File: src/rtl/axi_arb_pkg.sv
// Shared types and constants for the 2:1 AXI4 memory arbiter.
package axi_arb_pkg;

  typedef enum logic [1:0] {
    R_IDLE = 2'd0,
    R_ADDR = 2'd1,
    R_DATA = 2'd2
  } rd_state_t;

  typedef enum logic [1:0] {
    W_IDLE = 2'd0,
    W_ADDR = 2'd1,
    W_DATA = 2'd2,
    W_RESP = 2'd3
  } wr_state_t;

  localparam logic [3:0] ID_M0      = 4'd0;
  localparam logic [3:0] ID_M1      = 4'd1;
  localparam logic [2:0] SIZE_4B    = 3'b010;
  localparam logic [1:0] BURST_INCR = 2'b01;

endpackage

File: src/rtl/arb_grant2.sv
// Two-request grant logic: fixed priority (req[1] wins) by default,
// alternating round-robin when ARB_ROUND_ROBIN_EN is defined.
module arb_grant2 (
  input  logic [1:0] req,
  input  logic       last_grant,
  output logic [1:0] gnt
);

`ifdef ARB_ROUND_ROBIN_EN
  // last_grant=1 means req[1] was served last, so req[0] wins a tie
  always_comb begin
    gnt = req;
    if (req == 2'b11) gnt = last_grant ? 2'b01 : 2'b10;
  end
`else
  logic unused_last_grant;
  assign unused_last_grant = last_grant;

  always_comb begin
    gnt = req;
    if (req[1]) gnt = 2'b10;
  end
`endif

endmodule

File: src/rtl/axi_mem_arbiter.sv
// 2:1 AXI4 arbiter: M0 (fetch, read-only) and M1 (data, read+write) share one slave.
// Read arbitration is fixed-priority unless ARB_ROUND_ROBIN_EN is defined.
module axi_mem_arbiter
  import axi_arb_pkg::*;
#(
  parameter int AW = 32,
  parameter int DW = 32
) (
  input  logic            clk,
  input  logic            reset,
  input  logic            m0_ar_valid,
  output logic            m0_ar_ready,
  input  logic [AW-1:0]   m0_ar_addr,
  input  logic [7:0]      m0_ar_len,
  output logic            m0_rd_valid,
  input  logic            m0_rd_ready,
  output logic [DW-1:0]   m0_rd_data,
  output logic            m0_rd_last,
  input  logic            m1_ar_valid,
  output logic            m1_ar_ready,
  input  logic [AW-1:0]   m1_ar_addr,
  input  logic [7:0]      m1_ar_len,
  output logic            m1_rd_valid,
  input  logic            m1_rd_ready,
  output logic [DW-1:0]   m1_rd_data,
  output logic            m1_rd_last,
  input  logic            m1_aw_valid,
  output logic            m1_aw_ready,
  input  logic [AW-1:0]   m1_aw_addr,
  input  logic [7:0]      m1_aw_len,
  input  logic            m1_wd_valid,
  output logic            m1_wd_ready,
  input  logic [DW-1:0]   m1_wd_data,
  input  logic [DW/8-1:0] m1_wd_strb,
  input  logic            m1_wd_last,
  output logic            m1_wr_valid,
  input  logic            m1_wr_ready,
  output logic            s_ar_valid,
  input  logic            s_ar_ready,
  output logic [3:0]      s_ar_id,
  output logic [7:0]      s_ar_len,
  output logic [AW-1:0]   s_ar_addr,
  output logic [2:0]      s_ar_size,
  output logic [1:0]      s_ar_burst,
  input  logic            s_rd_valid,
  output logic            s_rd_ready,
  input  logic [3:0]      s_rd_id,
  input  logic [DW-1:0]   s_rd_data,
  input  logic            s_rd_last,
  output logic            s_aw_valid,
  input  logic            s_aw_ready,
  output logic [3:0]      s_aw_id,
  output logic [7:0]      s_aw_len,
  output logic [AW-1:0]   s_aw_addr,
  output logic [2:0]      s_aw_size,
  output logic [1:0]      s_aw_burst,
  output logic            s_wd_valid,
  input  logic            s_wd_ready,
  output logic [DW-1:0]   s_wd_data,
  output logic [DW/8-1:0] s_wd_strb,
  output logic            s_wd_last,
  input  logic            s_wr_valid,
  output logic            s_wr_ready,
  input  logic [3:0]      s_wr_id
);

  rd_state_t     rd_state_reg;
  wr_state_t     wr_state_reg;
  logic          rd_m1_reg;
  logic          last_grant_reg;
  logic          m0_ar_ready_reg;
  logic          m1_ar_ready_reg;
  logic [3:0]    ar_id_reg;
  logic [AW-1:0] ar_addr_reg;
  logic [7:0]    ar_len_reg;
  logic          m1_aw_ready_reg;
  logic [3:0]    aw_id_reg;
  logic [AW-1:0] aw_addr_reg;
  logic [7:0]    aw_len_reg;
  logic [1:0]    rd_req;
  logic [1:0]    rd_gnt;
  logic          wr_idle;
  logic          rd_holds_m1;
  logic          rd_data_phase;
  logic          wr_data_phase;
  logic          wr_resp_phase;
  logic          unused_wr_id;

  assign wr_idle       = (wr_state_reg == W_IDLE);
  assign rd_holds_m1   = (rd_state_reg != R_IDLE) && rd_m1_reg;
  assign rd_data_phase = (rd_state_reg == R_DATA);
  assign wr_data_phase = (wr_state_reg == W_DATA);
  assign wr_resp_phase = (wr_state_reg == W_RESP);
  assign unused_wr_id  = ^s_wr_id;

  // An M1 read waits for the write side to be idle, and yields to a same-cycle write
  assign rd_req = {m1_ar_valid && wr_idle && !m1_aw_valid, m0_ar_valid};

  arb_grant2 u_grant (
    .req        (rd_req),
    .last_grant (last_grant_reg),
    .gnt        (rd_gnt)
  );

  always_ff @(posedge clk or negedge reset) begin
    if (!reset) begin
      rd_state_reg    <= R_IDLE;
      rd_m1_reg       <= 1'b0;
      last_grant_reg  <= 1'b0;
      m0_ar_ready_reg <= 1'b0;
      m1_ar_ready_reg <= 1'b0;
      ar_id_reg       <= 4'd0;
      ar_addr_reg     <= '0;
      ar_len_reg      <= 8'd0;
    end else begin
      m0_ar_ready_reg <= 1'b0;
      m1_ar_ready_reg <= 1'b0;
      case (rd_state_reg)
        R_IDLE: begin
          if (|rd_gnt) begin
            rd_m1_reg       <= rd_gnt[1];
            last_grant_reg  <= rd_gnt[1];
            ar_id_reg       <= rd_gnt[1] ? ID_M1 : ID_M0;
            ar_addr_reg     <= rd_gnt[1] ? m1_ar_addr : m0_ar_addr;
            ar_len_reg      <= rd_gnt[1] ? m1_ar_len : m0_ar_len;
            m0_ar_ready_reg <= rd_gnt[0];
            m1_ar_ready_reg <= rd_gnt[1];
            rd_state_reg    <= R_ADDR;
          end
        end
        R_ADDR: if (s_ar_ready) rd_state_reg <= R_DATA;
        R_DATA: if (s_rd_valid && s_rd_ready && s_rd_last) rd_state_reg <= R_IDLE;
        default: rd_state_reg <= R_IDLE;
      endcase
    end
  end

  always_ff @(posedge clk or negedge reset) begin
    if (!reset) begin
      wr_state_reg    <= W_IDLE;
      m1_aw_ready_reg <= 1'b0;
      aw_id_reg       <= 4'd0;
      aw_addr_reg     <= '0;
      aw_len_reg      <= 8'd0;
    end else begin
      m1_aw_ready_reg <= 1'b0;
      case (wr_state_reg)
        W_IDLE: begin
          if (m1_aw_valid && !rd_holds_m1) begin
            m1_aw_ready_reg <= 1'b1;
            aw_id_reg       <= ID_M1;
            aw_addr_reg     <= m1_aw_addr;
            aw_len_reg      <= m1_aw_len;
            wr_state_reg    <= W_ADDR;
          end
        end
        W_ADDR: if (s_aw_ready) wr_state_reg <= W_DATA;
        W_DATA: if (m1_wd_valid && s_wd_ready && m1_wd_last) wr_state_reg <= W_RESP;
        W_RESP: if (s_wr_valid && m1_wr_ready) wr_state_reg <= W_IDLE;
        default: wr_state_reg <= W_IDLE;
      endcase
    end
  end

  assign m0_ar_ready = m0_ar_ready_reg;
  assign m1_ar_ready = m1_ar_ready_reg;
  assign s_ar_valid  = (rd_state_reg == R_ADDR);
  assign s_ar_id     = ar_id_reg;
  assign s_ar_len    = ar_len_reg;
  assign s_ar_addr   = ar_addr_reg;
  assign s_ar_size   = SIZE_4B;
  assign s_ar_burst  = BURST_INCR;

  // Read data is steered by the registered grant, never by s_rd_id
  assign m0_rd_valid = rd_data_phase && !rd_m1_reg && s_rd_valid;
  assign m1_rd_valid = rd_data_phase && rd_m1_reg && s_rd_valid;
  assign m0_rd_last  = rd_data_phase && !rd_m1_reg && s_rd_last;
  assign m1_rd_last  = rd_data_phase && rd_m1_reg && s_rd_last;
  assign m0_rd_data  = s_rd_data;
  assign m1_rd_data  = s_rd_data;
  assign s_rd_ready  = rd_data_phase && (rd_m1_reg ? m1_rd_ready : m0_rd_ready);

  assign m1_aw_ready = m1_aw_ready_reg;
  assign s_aw_valid  = (wr_state_reg == W_ADDR);
  assign s_aw_id     = aw_id_reg;
  assign s_aw_len    = aw_len_reg;
  assign s_aw_addr   = aw_addr_reg;
  assign s_aw_size   = SIZE_4B;
  assign s_aw_burst  = BURST_INCR;

  assign s_wd_valid  = wr_data_phase && m1_wd_valid;
  assign s_wd_data   = m1_wd_data;
  assign s_wd_strb   = m1_wd_strb;
  assign s_wd_last   = wr_data_phase && m1_wd_last;
  assign m1_wd_ready = wr_data_phase && s_wd_ready;
  assign m1_wr_valid = wr_resp_phase && s_wr_valid;
  assign s_wr_ready  = wr_resp_phase && m1_wr_ready;

`ifndef SYNTHESIS
  always @(posedge clk) begin
    if (rd_data_phase && s_rd_valid && s_rd_ready && (s_rd_id != ar_id_reg))
      $error("axi_mem_arbiter: s_rd_id %0d does not match granted id %0d", s_rd_id, ar_id_reg);
  end
`endif

endmodule

File: config.mk
export PLATFORM = sky130hd
export DESIGN_NAME = axi_mem_arbiter
export DESIGN_NICKNAME = d
export VERILOG_FILES = /design/src/rtl/axi_arb_pkg.sv /design/src/rtl/arb_grant2.sv /design/src/rtl/axi_mem_arbiter.sv
export SDC_FILE = /design/constraint.sdc
export NUM_CORES = 1
export LEC_CHECK = 0
export BUFFER_PORTS_ARGS = -buffer_cell sky130_fd_sc_hd__buf_2
export CAP_MARGIN = 20
export CELL_PAD_IN_SITES_DETAIL_PLACEMENT = 0
export CELL_PAD_IN_SITES_GLOBAL_PLACEMENT = 1
export CORE_AREA = 2 2 164 166
export DETAILED_ROUTE_END_ITERATION = 6
export DIE_AREA = 0 0 166 168
export GPL_TIMING_DRIVEN = 0
export HOLD_SLACK_MARGIN = 0.1
export PLACE_DENSITY = 0.67
export SETUP_SLACK_MARGIN = 0.15
export SKIP_CTS_REPAIR_TIMING = 1
export SLEW_MARGIN = 20
export SYNTH_ARGS = -nofsm -noshare
export SYNTH_HDL_FRONTEND = slang
export SYNTH_HIERARCHICAL = 1
export SYNTH_SLANG_ARGS = --single-unit
File: constraint.sdc
create_clock -name clk -period 3 [get_ports clk]
set_input_delay 0.45 -clock clk [delete_from_list [all_inputs] [get_ports clk]]
set_output_delay 0.45 -clock clk [all_outputs]
set_load 0.02 [all_outputs]
# Word level (Yosys, flattened, before mapping)
# Index checks and enable logic that the tools add are counted.
# totals
reg_bits,93
in_bits,212
output_inout_bits,213
wordCells,76
# op_classes
n_eq_ne,12
mux,20
n_reduce_logical,32
# op_table
op,count
32-bit two-way mux,1
1-bit logical AND,21
2-bit two-way mux,8
"2-bit by 1-bit inequality test with 1-bit output, second input constant",6
1-bit two-way mux,8
8-bit two-way mux,1
2-bit one-hot mux with 4 select lines,1
"2-bit equality test, second input constant",3
2-bit one-hot mux with 3 select lines,1
"2-bit by 1-bit equality test with 1-bit output, second input constant",2
2-bit zero test,2
2-bit AND reduction,2
4-bit AND reduction,1
1-bit zero test,3
3-bit AND reduction,1
"2-bit inequality test, second input constant",1
2-bit nonzero test,1
2-bit OR reduction,1

# Logic depth before layout (Yosys ltp)
# Gate-level depths: netlist of run 1.
# logic_depth
depth_word,7
mapped_depth,10
mapped_depth_nobuf,7

# Modules after synthesis
# The synthesis of run 1 kept the hierarchy.
# by_module_without_submodules
module,instances,cells_each,area_per_inst_um2,seq_area_each_um2
axi_mem_arbiter,1,429,4728.3,2227.1
arb_grant2,1,2,21.3,0.0

# Worst setup path after synthesis of run 1
# Ideal clock, no wire load.
# synth_timing
path_kind,register -> register
from,reg wr_state_reg[0]
to,reg rd_state_reg[0]
setup_ns,0.118
arrival_ns,1.755
t_required_ns,2.882
setup_slack_ns,1.127
stages_incl_launch_ff,10
path_buffers,4
period_less_slack_ns,1.873
path_cell_list,dfrtp_1 > inv_1 > ha_1 > and3b_1 > buf_4 > clkbuf_1 > o21a_1 > buf_2 > buf_4 > a21o_1
# synth_between
elab_chain_len,7
# synth_rtl
item,line,rtl
start: declaration,axi_mem_arbiter.sv:68,wr_state_t wr_state_reg;
start signal: assignment,axi_mem_arbiter.sv:140,wr_state_reg <= W_IDLE;
start signal: assignment,axi_mem_arbiter.sv:154,wr_state_reg <= W_ADDR;
start signal: assignment,axi_mem_arbiter.sv:157,W_ADDR: if (s_aw_ready) wr_state_reg <= W_DATA;
2-bit zero test,axi_mem_arbiter.sv:89,assign wr_idle = (wr_state_reg == W_IDLE);
1-bit logical AND (2 in a row),axi_mem_arbiter.sv:97,"assign rd_req = {m1_ar_valid && wr_idle && !m1_aw_valid, m0_ar_valid};"
net rd_req[1],axi_mem_arbiter.sv:80,logic [1:0] rd_req;
2-bit two-way mux,arb_grant2.sv:21,if (req[1]) gnt = 2'b10;
net rd_gnt[1],axi_mem_arbiter.sv:81,logic [1:0] rd_gnt;
2-bit OR reduction,axi_mem_arbiter.sv:120,if (|rd_gnt) begin
2-bit inequality test (no line),--,
3-bit AND reduction (no line),--,
end signal: assignment,axi_mem_arbiter.sv:128,rd_state_reg <= R_ADDR;
end signal: assignment,axi_mem_arbiter.sv:131,R_ADDR: if (s_ar_ready) rd_state_reg <= R_DATA;
end signal: assignment,axi_mem_arbiter.sv:132,R_DATA: if (s_rd_valid && s_rd_ready && s_rd_last) rd_state_reg <= R_IDLE;
end: declaration,axi_mem_arbiter.sv:67,rd_state_t rd_state_reg;
# The timed path passes the listed nets, and every way through them passes these cells.
# A chain may end at the register's enable or synchronous reset.

# Worst setup path in the final report of run 1
# layout_timing
from,reg wr_state_reg[0]
to,"reg ar_addr_reg[22], in the netlist s_ar_addr[22]"
# layout_between
elab_chain_len,6
word_cells_on_any_way,7
cone_classes,mux: 2; reduce/logical: 5
# layout_rtl
item,line,rtl
2-bit zero test *,axi_mem_arbiter.sv:89,
1-bit logical AND * (2 in a row),axi_mem_arbiter.sv:97,
net rd_req[1],axi_mem_arbiter.sv:80,
2-bit two-way mux *,arb_grant2.sv:21,
net rd_gnt[1],axi_mem_arbiter.sv:81,
2-bit OR reduction,axi_mem_arbiter.sv:120,
2-bit AND reduction (no line),--,
end signal: assignment,axi_mem_arbiter.sv:124,ar_addr_reg <= rd_gnt[1] ? m1_ar_addr : m0_ar_addr;
end: declaration,axi_mem_arbiter.sv:74,logic [AW-1:0] ar_addr_reg;
# Mark *: on every way through the listed nets, which the timed path passes. The rest lies on a longest branch.

==> results of run 1 <==
==> area by class of cell <==
class                           instances  share of cell area (%)
Buffer                                136                    13.8
Multi-Input combinational cell        214                    21.6
Sequential cell                        89                    30.8
Tap cell                              341                    5.91
Clock inverter                          6                   0.658
Inverter                                6                   0.312
Clock buffer                           10                    3.31
Timing Repair Buffer                  334                    23.6
==> layout by cell type (no fill, tap or decap), types with 4 or more instances in the layout <==
master | Yosys | final
buf_2 | 9 | 340
buf_4 | 126 | 126
dfrtp_1 | 89 | 89
nor2_1 | 42 | 42
mux2i_1 | 41 | 41
mux2_2 | 41 | 41
a21oi_1 | 40 | 40
conb_1 | 2 | 16
clkbuf_16 | 0 | 9
inv_1 | 6 | 6
and2_1 | 6 | 6
ha_1 | 4 | 4
==> synthesized netlist by cell type <==
| cell | n | area share (%) |
|---|---|---|
| buf_2 | 9 | 0.95 |
| a21oi_1 | 40 | 4.2 |
| and3b_1 | 1 | 0.18 |
| nor2_1 | 42 | 3.3 |
| o21a_1 | 1 | 0.16 |
| and2_1 | 6 | 0.79 |
| nor2b_4 | 1 | 0.29 |
| nor3b_1 | 2 | 0.32 |
| a21o_1 | 2 | 0.32 |
| mux2i_1 | 41 | 8.6 |
| ha_1 | 4 | 1.1 |
| nand3_2 | 1 | 0.21 |
| nand2_1 | 3 | 0.24 |
| mux2_2 | 41 | 9.7 |
| and3_1 | 2 | 0.26 |
| o32a_1 | 1 | 0.21 |
| a22o_1 | 2 | 0.37 |
| buf_4 | 126 | 20 |
| dfrtp_1 | 89 | 47 |
| nand3_1 | 2 | 0.21 |
| a221oi_2 | 1 | 0.32 |
| o21ai_2 | 1 | 0.18 |
| clkbuf_1 | 1 | 0.079 |
| inv_1 | 6 | 0.47 |
| nand2b_1 | 2 | 0.26 |
| conb_1 | 2 | 0.16 |
| nor2b_1 | 2 | 0.26 |
==> power groups by stage <==
| stage | sequential, mW | clock, mW | combinational (mW) |
|---|---|---|---|
| 4_1_cts | 2.10 | 1.20 | 3.24 |
| 3_3_place_gp | 2.09 | 0 | 3.21 |
| 3_5_place_dp | 2.11 | 0 | 3.24 |
| 6_report | 2.09 | 1.12 | 3.17 |
| 2_1_floorplan | 2.79 | 0 | 1.39 |
| 5_1_grt | 2.17 | 1.25 | 3.46 |
==> layer usage <==
layer / routed length [µm] / global-route usage, % / vias to the layer above
met2: 7660 / 19.1 / 240
li1: - / - / 2011
met1: 5140 / 10.5 / 1867
met3: 1470 / 3.86 / 5
met5: 0 / 0 / -
met4: 148 / 3.06 / 0
==> cell families after synthesis <==
family,Yosys count
fa+ha+maj,4
compound gates,48
simple gates,64
flops,89
buf+inv,142
mux,82
other cells,2
==> through the flow <==
| stage | cells | hold slack (ns) |
|---|---|---|
| final | 1136 | 0.332 |
| after global routing | 1136 | 0.306 |
| after floorplan | 445 | 0.154 |
| after detailed placement | 1119 | 0.379 |
| after CTS | 1135 | -0.0103 |
| after global placement | 1118 | 0.448 |
==> final timing paths <==
check,from,endpoint,cells past startpoint
hold reg to reg,s_aw_id[0],s_aw_id[0],1
min in group asynchronous,reset,s_aw_addr[5],2
max in group asynchronous,reset,s_ar_addr[2],3
hold / removal,m1_aw_addr[5],s_aw_addr[5],2
setup reg to reg,wr_state_reg[0],s_ar_addr[22],9
setup / recovery,wr_state_reg[0],s_ar_addr[22],9
==> results.json, run 1 <==
{
  "setup_viol": 0,
  "numCtsBuffers": 9,
  "nets": 1006,
  "layout-drive-gt1-share_pct": 66.5,
  "n_antenna_cell": 0,
  "firstDrtPassIters": 3,
  "cts_tree": "built",
  "rsz0062_at_grt": "no",
  "clkTransAtPathRegs_ns": 0.07,
  "finalPower_mw": 6.38,
  "rows": 60,
  "fin_util_pct": 27.4,
  "grt_pass1_vias": 4124,
  "start_kind": "flop",
  "fp.dieW_um": 166,
  "p_clk_share_pct": 17.6,
  "place_area_um2": 6920,
  "crit_chain": "inv_1 > ha_1 > and3b_1 > buf_4 > clkbuf_1 > o21a_1 > buf_2 > buf_2 > a21oi_1",
  "die_h_um": 168,
  "r2r_slack_ns": 0.54,
  "finalHoldViolations": 0,
  "dp_slack_ns": 0.396,
  "cts_buffer_depth": 2,
  "synth_top_family_by_area": "buffers and inverters",
  "stdcell_area_um2": 7220,
  "overflow": 0,
  "synth_adder_area_share_pct": 1.05,
  "grt_max_degree": 55,
  "p_leak_nw": 3.78,
  "drt_iter0_markers": 74,
  "status": "completed",
  "critPathBufInv": 5,
  "cp.required_ns": 3.21,
  "p_switching_mw": 2.71,
  "synthCells": 431,
  "power.internal_mw": 3.67,
  "syn-cell-area_um2": 4750,
  "antenna_left": 0,
  "peakVddDrop_mv": 0.343,
  "crit_type": "reg -> reg",
  "dp_hpwl_mm": 11.6,
  "tns_ns": 0,
  "yosysWarnings": 6,
  "grt_usage_pct": 10.2,
  "power_density_nw_per_um2": 883,
  "grt_pass1_wl_mm": 22.1,
  "max_stage_delay_ns": 0.42,
  "hp-class": "in -> reg",
  "drc_errors": 0,
  "seq_power_share_pct": 32.7,
  "initial_core_util_pct": 18.0,
  "multi_input_area_um2": 1560,
  "crit_top_cell": "buf_2",
  "antenna_found_initial": 0,
  "cts_sinks": 89,
  "regArea_um2": 2230,
  "die_area_um2": 27900,
  "synth_cell_types": 27,
  "swShare_pct": 42.4,
  "finalClockSkew_ns": 0.00799,
  "ys_seq_area_share_pct": 46.9,
  "comb_power_share_pct": 49.7,
  "cap_viol_max_count": 0,
  "syn_avg_cell_area_um2": 11.0,
  "num_vias": 4123,
  "postLayoutSetupSlackWorst_ns": 0.537,
  "htreeDepth": 3,
  "via_per_inst": 3.63,
  "synthXorXnorAreaFrac_pct": 0,
  "crit_path_end_kind": "flop",
  "crit_family": "buffers and inverters",
  "n_fill_cell": 2818,
  "post-route-period-util_pct": 82.1,
  "drt-total-wl_mm": 14.4,
  "synthSimpleGateAreaFrac_pct": 6.35,
  "wl_per_cell_um": 12.7,
  "synth-seq-cells": 89,
  "io_buffer_count": 332,
  "cts_root_buffer": "clkbuf_16",
  "final_max_slew_viol_count": 0,
  "max_clock_freq_mhz": 406,
  "io_pins": 425,
  "clock_latency_ns": 0.34,
  "crit_arrival_ns": 2.67,
  "core_area_um2": 26400,
  "finalCriticalPeriod_ns": 2.46,
  "gp_congestion": 0.699,
  "muxShareOfSynthArea_pct": 18.4,
  "crit_slowest_cell": "dfrtp_1",
  "synth_compound_area_share_pct": 5.77,
  "area_growth_pct": 52.0,
  "path_max_fanout": 10
}
No activity file was read; power rests on OpenSTA's default activity.
==> inputs of run 2 (changes only) <==
--- a/config.mk
+++ b/config.mk
@@ -9,9 +9,9 @@
 export CAP_MARGIN = 20
 export CELL_PAD_IN_SITES_DETAIL_PLACEMENT = 0
 export CELL_PAD_IN_SITES_GLOBAL_PLACEMENT = 1
-export CORE_AREA = 2 2 164 166
+export CORE_AREA = 2 2 167 169
 export DETAILED_ROUTE_END_ITERATION = 6
-export DIE_AREA = 0 0 166 168
+export DIE_AREA = 0 0 169 171
 export GPL_TIMING_DRIVEN = 0
 export HOLD_SLACK_MARGIN = 0.1
 export PLACE_DENSITY = 0.67
==> constraint.sdc (replaced) <==
create_clock -name clk -period 2.2 [get_ports clk]
set_input_delay 0.33 -clock clk [delete_from_list [all_inputs] [get_ports clk]]
set_output_delay 0.33 -clock clk [all_outputs]
set_load 0.02 [all_outputs]
==> run 2 against run 1 <==
  * Utilization down 0.71 points
  * Flip-flop and latch count unchanged
  * Maximum frequency up 29%
  * Cell count up 0.62%
  * Sequential share of layout area down 0.31 points
  * Combinational power up 41%
  * Largest cell class unchanged
  * Highest routed layer unchanged
==> results.json, run 2 (synthesis results as in run 1) <==
{
  "crit_top_cell": "buf_4",
  "max_stage_delay_ns": 0.41,
  "clock_latency_ns": 0.34,
  "cts_sinks": 89,
  "grt_pass1_wl_mm": 21.3,
  "rows": 61,
  "cap_viol_max_count": 0,
  "htreeDepth": 3,
  "path_max_fanout": 10,
  "r2r_start": "wr_state_reg[1]",
  "finalHoldViolations": 0,
  "die_area_um2": 28900,
  "hp-class": "in -> reg",
  "cp.required_ns": 2.42,
  "crit_slowest_cell": "dfrtp_1",
  "drt_iter0_markers": 90,
  "clkTransAtPathRegs_ns": 0.08,
  "antenna_left": 0,
  "finalCriticalPeriod_ns": 1.91,
  "rsz0062_at_grt": "no",
  "cts_root_buffer": "clkbuf_16",
  "n_antenna_cell": 0,
  "via_per_inst": 3.59,
  "final_common_cell": "buf_2",
  "p_leak_nw": 3.78,
  "critPathBufInv": 3,
  "core_area_um2": 27300,
  "post-route-period-util_pct": 87.0,
  "stdcell_area_um2": 7290,
  "multi_input_area_um2": 1570,
  "n_fill_cell": 2962,
  "critPathLaunch": "wr_state_reg[1]",
  "grt_pass1_vias": 3970,
  "numCtsBuffers": 9,
  "max_clock_freq_mhz": 522,
  "crit_family": "buffers and inverters",
  "gp_congestion": 0.700,
  "io_buffer_count": 332,
  "peakVddDrop_mv": 0.573,
  "area_growth_pct": 53.6,
  "fp.dieW_um": 169,
  "power_density_nw_per_um2": 1210,
  "whs_ns": 0.208,
  "io_pins": 425,
  "regArea_um2": 2230,
  "die_h_um": 171,
  "status": "completed",
  "drt-total-wl_mm": 15.2,
  "overflow": 0,
  "place_area_um2": 6930,
  "min_from": "m1_aw_addr[0]",
  "crit_path_end_kind": "flop",
  "num_vias": 4107,
  "initial_core_util_pct": 17.4,
  "final_cell_mix": "buf_2 (331), buf_4 (127), dfrtp_1 (89)",
  "grt_usage_pct": 9.76,
  "setup_viol": 0,
  "start_kind": "flop",
  "crit_arrival_ns": 2.14,
  "drc_errors": 0,
  "crit_type": "reg -> reg",
  "cts_buffer_depth": 2,
  "dpl.cell_count": 1124,
  "nets": 1008,
  "crit_chain": "inv_1 > ha_2 > and3b_2 > buf_4 > buf_4 > mux2i_1 > a21oi_1",
  "cts_tree": "built",
  "grt_max_degree": 48,
  "antenna_found_initial": 0,
  "finalClockSkew_ns": 0.0111,
  "fin_cells": 1143,
  "layout-drive-gt1-share_pct": 67.1,
  "wl_per_cell_um": 13.3,
  "fin_util_pct": 26.7,
  "final_max_slew_viol_count": 0,
  "firstDrtPassIters": 4,
  "finalPower_mw": 8.82,
  "dp_hpwl_mm": 12.2
}
[run 2: cell count changes in the layout (fill, tap and decap cells not counted), sizes merged]
| cell | previous run | this run |
|---|---|---|
| clkbuf | 11 | 14 |
| buf | 468 | 466 |
| clkinvlp | 1 | 3 |
| inv | 9 | 8 |
[run 2: metal layers]
| metal | track usage (%) | wire length (µm) | vias up |
|---|---|---|---|
| met5 | 0 | 0 | - |
| met4 | 2.79 | 162 | 0 |
| met3 | 3.93 | 1600 | 7 |
| met2 | 17.9 | 7820 | 237 |
| met1 | 10.3 | 5630 | 1849 |
| li1 | - | - | 2014 |
[run 2: area by class of cell]
class / count / share of cell area [%]
sequential: 89 / 30.5
tap: 346 / 5.93
clock buffer: 9 / 3.09
clock inverter: 7 / 0.738
inverter: 6 / 0.309
buffer: 135 / 14.2
timing repair buffer: 337 / 23.7
multi-input combinational: 214 / 21.5
[run 2: report_power, final]
part / switching (mW) / internal (mW)
registers: 0.411 / 2.44
clock network: 0.716 / 0.775
logic: 2.63 / 1.85
[run 2: path summary, 6_finish.rpt]
check | endpoint | slack (ns) | cells past startpoint
min in group asynchronous | s_aw_addr[17] | 0.47 | 2
hold / removal | s_aw_addr[0] | 0.21 | 2
hold reg to reg | s_aw_id[0] | 0.47 | 1
max in group asynchronous | s_ar_len[4] | 1.12 | 3
setup / recovery | s_ar_addr[27] | 0.29 | 7
setup reg to reg | s_ar_addr[27] | 0.29 | 7
[run 2: stage by stage]
stage	setup TNS (ns)	setup slack [ns]
6_report	0	0.285
5_1_grt	0	0.167
4_1_cts	-11.68	-0.369
3_5_place_dp	-10.93	-0.347
3_3_place_gp	-24.74	-0.299
2_1_floorplan	0	0.327
[run 2: worst reg2reg max path, cell delays in order, from the launching register on]
cell,delay (ns)
dfrtp_1,0.41
inv_1,0.10
ha_2,0.23
and3b_2,0.24
buf_4,0.17
buf_4,0.28
mux2i_1,0.29
a21oi_1,0.09
==> inputs of run 3 (changes only) <==
--- a/config.mk
+++ b/config.mk
@@ -8,13 +8,14 @@
 export BUFFER_PORTS_ARGS = -buffer_cell sky130_fd_sc_hd__buf_2
 export CAP_MARGIN = 20
 export CELL_PAD_IN_SITES_DETAIL_PLACEMENT = 0
-export CELL_PAD_IN_SITES_GLOBAL_PLACEMENT = 1
-export CORE_AREA = 2 2 167 169
+export CELL_PAD_IN_SITES_GLOBAL_PLACEMENT = 2
+export CORE_ASPECT_RATIO = 1.75
+export CORE_MARGIN = 2
+export CORE_UTILIZATION = 18
 export DETAILED_ROUTE_END_ITERATION = 6
-export DIE_AREA = 0 0 169 171
 export GPL_TIMING_DRIVEN = 0
 export HOLD_SLACK_MARGIN = 0.1
-export PLACE_DENSITY = 0.67
+export PLACE_DENSITY = 0.84
 export SETUP_SLACK_MARGIN = 0.15
 export SKIP_CTS_REPAIR_TIMING = 1
 export SLEW_MARGIN = 20
==> run 3 against run 2 <==
  * Maximum frequency decreased by 0.93%
  * Flip-flop and latch count unchanged
  * Die area fell by 4.0%
  * Utilization increased by 1.4 points
  * Non-clock buffer count is 3 lower
  * Wire length grew 14%
  * Clock-buffer cell count is the same
  * Register-to-register slack lost 0.02 ns
  * Clock power up 16%
  * Worst setup slack worse by 0.018 ns
  * Cell count is 2.5% lower
==> results.json, run 3 (synthesis results as in run 1) <==
{
  "hp-class": "in -> reg",
  "clkTransAtPathRegs_ns": 0.07,
  "via_per_inst": 3.83,
  "power_density_nw_per_um2": 1240,
  "p_leak_nw": 3.79,
  "finalClockSkew_ns": 0.00980,
  "n_antenna_cell": 0,
  "crit_slowest_cell": "dfrtp_1",
  "start_kind": "flop",
  "fp.dieW_um": 127,
  "dp_hpwl_mm": 14.4,
  "grt_max_degree": 53,
  "initial_core_util_pct": 18.3,
  "htreeDepth": 3,
  "worstHoldPathCells": 2,
  "antenna_left": 0,
  "reg2regPathDepth": 7,
  "crit_path_end_kind": "flop",
  "holdPathEnd": "s_aw_addr[21]",
  "area_growth_pct": 53.4,
  "io_buffer_count": 332,
  "cts_sinks": 89,
  "status": "completed",
  "die_area_um2": 27800,
  "crit_arrival_ns": 2.18,
  "final_max_slew_viol_count": 0,
  "final_cell_mix": "buf_2 (331), buf_4 (126), dfrtp_1 (89)",
  "drt_iter0_markers": 70,
  "gp_congestion": 0.749,
  "reg2reg_to": "s_ar_addr[25]",
  "io_pins": 425,
  "nets": 1005,
  "finalHoldViolations": 0,
  "setup_viol": 0,
  "crit_chain": "inv_1 > ha_2 > and3b_2 > buf_4 > buf_4 > mux2i_2 > a21oi_1",
  "dpl.cell_count": 1098,
  "path_max_fanout": 10,
  "max_clock_freq_mhz": 517,
  "grtUsageMet1_pct": 9.45,
  "finalCriticalPeriod_ns": 1.93,
  "grt_usage_pct": 12.0,
  "grt_pass1_vias": 4389,
  "r2r_slack_ns": 0.27,
  "whs_ns": 0.191,
  "grt_pass1_wl_mm": 24.0,
  "max_stage_delay_ns": 0.42,
  "post-route-period-util_pct": 87.9,
  "core_area_um2": 26000,
  "overflow": 0,
  "rsz0062_at_grt": "no",
  "numCtsBuffers": 9,
  "drt-total-wl_mm": 17.3,
  "crit_type": "reg -> reg",
  "peakVddDrop_mv": 0.521,
  "rows": 78,
  "drc_errors": 0,
  "cts_tree": "built",
  "num_vias": 4271,
  "final_common_cell": "buf_2",
  "wl_per_cell_um": 15.5,
  "cts_root_buffer": "clkbuf_16",
  "cp.required_ns": 2.44,
  "crit_top_cell": "buf_4",
  "clock_latency_ns": 0.37,
  "use_met2_pct": 24.8,
  "grtUsageMet3_pct": 4.97,
  "min_from": "m1_aw_addr[21]",
  "antenna_found_initial": 1,
  "r2r_start": "wr_state_reg[0]",
  "firstDrtPassIters": 4,
  "layout-drive-gt1-share_pct": 67.0,
  "die_h_um": 219,
  "n_fill_cell": 2847,
  "busiest_layer": "met2",
  "cts_buffer_depth": 2,
  "fin_cells": 1114,
  "cap_viol_max_count": 0
}
==> run 3: report_power, final <==
group          leakage [nW]  internal, mW  switching, mW
combinational          2.62          1.82           2.64
clock                 0.153          1.01          0.727
sequential             1.02          2.44          0.419
==> run 3: per-layer routing <==
metal / routed length (µm) / up-vias
met5: 13 / -
met4: 280 / 2
met3: 2090 / 19
met2: 9900 / 309
met1: 5030 / 1925
li1: - / 2016
==> run 3: worst max path at each step <==
stage,slack [ns],endpoint,cells after the start,startpoint
after floorplan,0.33,rd_state_reg[0],9,wr_state_reg[0]
after global placement,-0.29,s_ar_addr[19],9,wr_state_reg[0]
after detailed placement,-0.33,s_ar_addr[21],9,wr_state_reg[0]
after CTS,-0.35,s_ar_addr[18],9,wr_state_reg[0]
after global routing,0.16,s_ar_len[4],9,wr_state_reg[0]
final,0.27,s_ar_addr[25],7,wr_state_reg[0]
==> run 3: cell type report <==
class                   count  area, µm²  share of cell area (%)
clock buffers               9        225                    3.09
clock inverters             7        101                    1.39
plain buffers             135       1040                    14.3
multi-input cells         214       1570                    21.5
well taps                 320        400                    5.49
flip-flops and latches     89       2230                    30.6
inverters                   6       22.5                   0.309
repair buffers            334       1710                    23.4
==> run 3: critical path, delay by kind of cell, from the launching register on <==
family | cells | cell delay, ns
adders and majority gates | 1 | 0.22
DFF | 1 | 0.42
AOI/OAI and AO/OA | 1 | 0.10
and+or+nand+nor | 1 | 0.24
buffers and inverters | 3 | 0.50
muxes | 1 | 0.32
==> run 3: per-stage QoR <==
| step | setup slack [ns] | instance area [µm²] | power [mW] | setup TNS [ns] | utilization, % |
|---|---|---|---|---|---|
| floorplan | 0.327 | 4800 | 5.71 | 0 | - |
| global placement | -0.291 | 6860 | 7.30 | -24.73 | 26.4 |
| detailed placement | -0.327 | 6900 | 7.39 | -9.18 | 26.6 |
| CTS | -0.346 | 7220 | 9.18 | -10.16 | 27.8 |
| global route | 0.163 | 7290 | 9.69 | 0 | 28.1 |
| finish | 0.267 | 7290 | 9.06 | 0 | 28.1 |
